### config.mk
export PLATFORM = sky130hd
export DESIGN_NAME = serial_subtractor
export DESIGN_NICKNAME = d
export VERILOG_FILES = /design/src/rtl/serial_subtractor.sv
export SDC_FILE = /design/constraint.sdc
export NUM_CORES = 1
export LEC_CHECK = 0
export BUFFER_PORTS_ARGS = -buffer_cell sky130_fd_sc_hd__buf_2
export CAP_MARGIN = 20
export CORE_ASPECT_RATIO = 1.4
export CORE_MARGIN = 5
export CORE_UTILIZATION = 57
export CTS_BUF_LIST = sky130_fd_sc_hd__clkbuf_4 sky130_fd_sc_hd__clkbuf_8
export CTS_CLUSTER_DIAMETER = 150
export DETAILED_ROUTE_END_ITERATION = 10
export GPL_TIMING_DRIVEN = 1
export PLACE_DENSITY = 0.93
export SYNTH_ARGS = -nofsm -noshare
export SYNTH_HDL_FRONTEND = slang
export SYNTH_SLANG_ARGS = --single-unit
### constraint.sdc
create_clock -name clk -period 1.3 [get_ports clk]
set_input_delay 0.13 -clock clk [delete_from_list [all_inputs] [get_ports clk]]
set_output_delay 0.13 -clock clk [all_outputs]
set_load 0.1 [all_outputs]
### src/rtl/serial_subtractor.sv
// Bit-serial WIDTH-bit subtractor D = A - B - B_in, LSB first, with a start/busy/done handshake.
// Optional signed-overflow output V is built when SERIAL_SUB_OVF_EN is defined.
module serial_subtractor #(
    parameter int unsigned WIDTH = 8
) (
    input  logic             clk,
    input  logic             rst_n,
    input  logic             start,
    input  logic [WIDTH-1:0] A,
    input  logic [WIDTH-1:0] B,
    input  logic             B_in,
    output logic             busy,
    output logic             done,
    output logic [WIDTH-1:0] D,
    output logic             B_out
`ifdef SERIAL_SUB_OVF_EN
    ,
    output logic             V
`endif
);

    localparam int unsigned CNT_W = (WIDTH > 1) ? $clog2(WIDTH) : 1;

    localparam logic [1:0] S_IDLE = 2'd0;
    localparam logic [1:0] S_RUN  = 2'd1;
    localparam logic [1:0] S_DONE = 2'd2;

    logic [1:0]       state_q, state_nx;
    logic [WIDTH-1:0] a_q, a_nx;
    logic [WIDTH-1:0] b_q, b_nx;
    logic [WIDTH-1:0] res_q, res_nx;
    logic             br_q, br_nx;
    logic [CNT_W-1:0] cnt_q, cnt_nx;
    logic             busy_nx, done_nx, b_out_nx;
    logic [WIDTH-1:0] d_nx;

    // Full subtractor built from two cascaded half-subtractor stages
    logic hs1_diff_c, hs1_borrow_c, hs2_diff_c, hs2_borrow_c;
    assign hs1_diff_c   = a_q[0] ^ b_q[0];
    assign hs1_borrow_c = ~a_q[0] & b_q[0];
    assign hs2_diff_c   = hs1_diff_c ^ br_q;
    assign hs2_borrow_c = ~hs1_diff_c & br_q;

`ifdef SERIAL_SUB_OVF_EN
    logic a_msb_q, a_msb_nx;
    logic b_msb_q, b_msb_nx;
    logic v_nx;
`endif

    // Next-state and datapath update
    always_comb begin
        state_nx = state_q;
        a_nx     = a_q;
        b_nx     = b_q;
        res_nx   = res_q;
        br_nx    = br_q;
        cnt_nx   = cnt_q;
        busy_nx  = 1'b0;
        done_nx  = 1'b0;
        d_nx     = D;
        b_out_nx = B_out;
`ifdef SERIAL_SUB_OVF_EN
        a_msb_nx = a_msb_q;
        b_msb_nx = b_msb_q;
        v_nx     = V;
`endif
        case (state_q)
            S_IDLE: begin
                if (start) begin
                    a_nx     = A;
                    b_nx     = B;
                    br_nx    = B_in;
                    res_nx   = '0;
                    cnt_nx   = '0;
                    busy_nx  = 1'b1;
                    state_nx = S_RUN;
`ifdef SERIAL_SUB_OVF_EN
                    a_msb_nx = A[WIDTH-1];
                    b_msb_nx = B[WIDTH-1];
`endif
                end
            end
            S_RUN: begin
                res_nx = {hs2_diff_c, res_q[WIDTH-1:1]};
                a_nx   = a_q >> 1;
                b_nx   = b_q >> 1;
                br_nx  = hs1_borrow_c | hs2_borrow_c;
                cnt_nx = cnt_q + CNT_W'(1);
                if (cnt_q == CNT_W'(WIDTH - 1)) begin
                    state_nx = S_DONE;
                end else begin
                    busy_nx = 1'b1;
                end
            end
            S_DONE: begin
                d_nx     = res_q;
                b_out_nx = br_q;
                done_nx  = 1'b1;
                state_nx = S_IDLE;
`ifdef SERIAL_SUB_OVF_EN
                v_nx = (a_msb_q ^ b_msb_q) & (a_msb_q ^ res_q[WIDTH-1]);
`endif
            end
            default: begin
                state_nx = S_IDLE;
            end
        endcase
    end

    always_ff @(posedge clk or negedge rst_n) begin
        if (!rst_n) begin
            state_q <= S_IDLE;
            a_q     <= '0;
            b_q     <= '0;
            res_q   <= '0;
            br_q    <= 1'b0;
            cnt_q   <= '0;
            busy    <= 1'b0;
            done    <= 1'b0;
            D       <= '0;
            B_out   <= 1'b0;
`ifdef SERIAL_SUB_OVF_EN
            a_msb_q <= 1'b0;
            b_msb_q <= 1'b0;
            V       <= 1'b0;
`endif
        end else begin
            state_q <= state_nx;
            a_q     <= a_nx;
            b_q     <= b_nx;
            res_q   <= res_nx;
            br_q    <= br_nx;
            cnt_q   <= cnt_nx;
            busy    <= busy_nx;
            done    <= done_nx;
            D       <= d_nx;
            B_out   <= b_out_nx;
`ifdef SERIAL_SUB_OVF_EN
            a_msb_q <= a_msb_nx;
            b_msb_q <= b_msb_nx;
            V       <= v_nx;
`endif
        end
    end

endmodule

==> results.json <==
{
  "grtUsageTotal_pct": 17.68,
  "arrival_ns": 1.46,
  "cts_tree": "done",
  "grt_overflow": 0,
  "cts_sinks": 41,
  "finalSetupViolCount": 0,
  "wl_um": 3339,
  "wl_per_cell_um": 15.46,
  "io_pins": 31,
  "p_int_mw": 3.242,
  "path_clk_slew_ns": 0.08,
  "initial_core_util_pct": 59.83,
  "p_leak_nw": 1.106,
  "cts.path.max_buffers": 2,
  "clock_tree.root_cell": "clkbuf_8",
  "numCtsBuffers": 5,
  "end_kind": "flop",
  "pwr-share-seq_pct": 37.5,
  "worstSetupStartpointType": "flop",
  "regArea_mm2": 0.001028,
  "gp_congestion": 0.8185,
  "pwr-share-comb_pct": 47.0,
  "hold_class": "input port to flop",
  "grt_pass1_wl_um": 5727,
  "worst_slack_ns": 0.01757,
  "utilization_pct": 73.17,
  "fin_skew_ns": 0.008318,
  "htreeDepth": 2,
  "firstDrtPassIters": 5,
  "syn_inst": 138,
  "synth_top_cell_area_share_pct": 59.59,
  "hold_viol": 0,
  "antenna_found_initial": 0,
  "maxCapViolCount": 0,
  "ys_seq_area_share_pct": 59.59,
  "place_ws_ns": -0.01313,
  "cp.required_ns": 1.47,
  "die_h_um": 75.03,
  "fin_crit_sh_pct": 98.65,
  "yosys.area_share.simple_pct": 7.122,
  "slew_headroom_pct": 67.13,
  "route.detailed.drc": 0,
  "synth_compound_area_share_pct": 16.64,
  "rsz0062_at_grt": "yes",
  "worst_skew_pair.late_latency_ns": 0.29,
  "fin_tns_setup_ns": 0,
  "yosys-top-cells-area": "dfrtp_1 (60%), a222oi_1 (8.7%), mux2_1 (5.9%)",
  "dpl.cell_count": 204,
  "core_area_mm2": 0.002878,
  "slew_viol_final": 0,
  "switching_share_pct": 42.78,
  "drive_gt1_share_pct": 32.40,
  "synth_top_family_by_area": "compound AO/OA/AOI/OAI gates",
  "synth_nets": 161,
  "finalNonFillerCells": 216,
  "grt_pass1_vias": 1276,
  "critPathKind": "flop to flop",
  "clkPwrFrac_pct": 15.6,
  "dieArea_mm2": 0.004235,
  "dpl.hpwl_um": 2358,
  "multi_input_area_um2": 590.6,
  "diodes": 0,
  "grt_max_degree": 25,
  "io_buffers": 30,
  "synthAdderAreaFrac_pct": 2.616,
  "power.net_switching_mw": 2.424,
  "muxShareOfSynthArea_pct": 6.541,
  "worstMarginPinSlew_ns": 0.4931,
  "syn_area_mm2": 0.001722,
  "fin_crit_ns": 1.282,
  "rows": 23,
  "status": "completed",
  "fill_cells": 196,
  "ys_seq_elements": 41,
  "synthToLayoutAreaGrowth_pct": 22.31,
  "first_iter_violations": 80,
  "vdd.ir_drop.worst_uv": 1591,
  "syn_avg_cell_area_um2": 12.48,
  "power_density_mw_per_mm2": 2691,
  "path_max_fanout": 2,
  "vias_per_cell": 5.685,
  "netlist-cell-type-count": 23,
  "antenna_left": 0,
  "yosysWarningCount": 0,
  "nets": 201,
  "yosys.area.top_type": "dfrtp_1",
  "vias": 1228,
  "synth_xor_area_share_pct": 0,
  "fmaxAchievable_mhz": 779.8,
  "die_x_um": 56.45
}
==> layout by cell type (no fill, tap or decap) <==
cell type and instances:
nor2_1 15, inv_2 1, o21ba_1 2, buf_12 2, o221ai_1 2, nor2b_1 2
nand2_1 4, dfrtp_2 2, inv_1 17, and2_1 1, mux2_2 1, dfrtp_1 39
buf_4 8, a22o_1 10, ha_1 2, or2_2 1, dlygate4sd3_1 1, o21bai_4 1
or2_1 1, buf_2 30, clkinv_2 1, nor2b_4 2, buf_6 1, mux2_1 9
clkbuf_8 7, a222oi_1 15, nand2b_1 1, fa_2 1
==> flip-flops by register name, indices dropped and copies added (netlist names), 2 cells and up <==
name and cells:
D 8, a_q 8, b_q 8, cnt_q 3, res_q 8, state_q 2
==> critical path, cell delays in order, from the launching register on <==
cell and delay (ns):
dfrtp_1 0.39, inv_1 0.10, fa_2 0.45, a22o_1 0.23
==> Yosys cell counts (all sizes together) <==
cell type and count:
clkbuf 1, buf 9, a22o 10, nand2 4, dfrtp 41, fa 1
and2 1, inv 18, or2 2, nor2 15, nor2b 3, o21ba 2
o21bai 1, ha 2, mux2 10, o221ai 2, a222oi 15, nand2b 1
==> area by class of cell <==
class,count,share of cell area [%]
Tap cell,37,2.198
Timing Repair Buffer,42,12.89
Clock inverter,1,0.2377
Clock buffer,7,4.575
Inverter,18,3.209
Sequential cell,41,48.84
Multi-Input combinational cell,70,28.05
==> power by group through the flow <==
stage               combinational, mW  sequential (mW)  clock, mW
floorplan                        1.21             2.95          0
global placement                 2.45             2.09          0
detailed placement               2.57             2.14          0
CTS                              2.58             2.12      0.902
global route                     2.87             2.19      0.963
finish                           2.66             2.12      0.882
==> final timing paths <==
kind / from / end / slack (ns) / cells past startpoint
max in group asynchronous: rst_n / state_q[1] / 0.41 / 3
min: A[4] / a_q[4] / 0.12 / 3
min reg2reg: D[6] / D[6] / 0.49 / 1
max: br_q / res_q[7] / 0.02 / 3
min in group asynchronous: rst_n / cnt_q[0] / 0.33 / 2
max reg2reg: br_q / res_q[7] / 0.02 / 3
==> metal layers <==
metal,up-vias,global-route usage (%),part of all wire (%),wire length (um)
met1,608,21.22,40,1338
met3,4,5.317,6.4,215
li1,575,-,-,-
met4,0,6.332,1.5,51
met2,41,30.33,52,1734
met5,-,0,0,0
==> cells by family (layout without fill, tap and decap cells) <==
kind of cell	Yosys count	after routing
buf+inv	28	68
compound gates	30	30
simple gates	26	27
fa+ha+maj	3	3
mux	10	10
flops	41	41
==> metrics by stage <==
step / hold WS, ns / instance area, um^2 / total power, mW
floorplan: -0.1656 / 1722 / 4.163
CTS: 0.1126 / 2071 / 5.604
global route: 0.1289 / 2106 / 6.029
global placement: 0.1190 / 1949 / 4.544
detailed placement: 0.1232 / 1949 / 4.702
finish: 0.1187 / 2106 / 5.666
==> what timing repair did <==
action                                  CTS  global route
buffers inserted                          0             2
gates cloned                              1             0
resized for setup                         1             5
pin swaps                                 0             3
hold buffers                              1             0
endpoints found under the setup margin    8             8
hold endpoints to repair                 22             0
(Power assumes the default switching activity.)
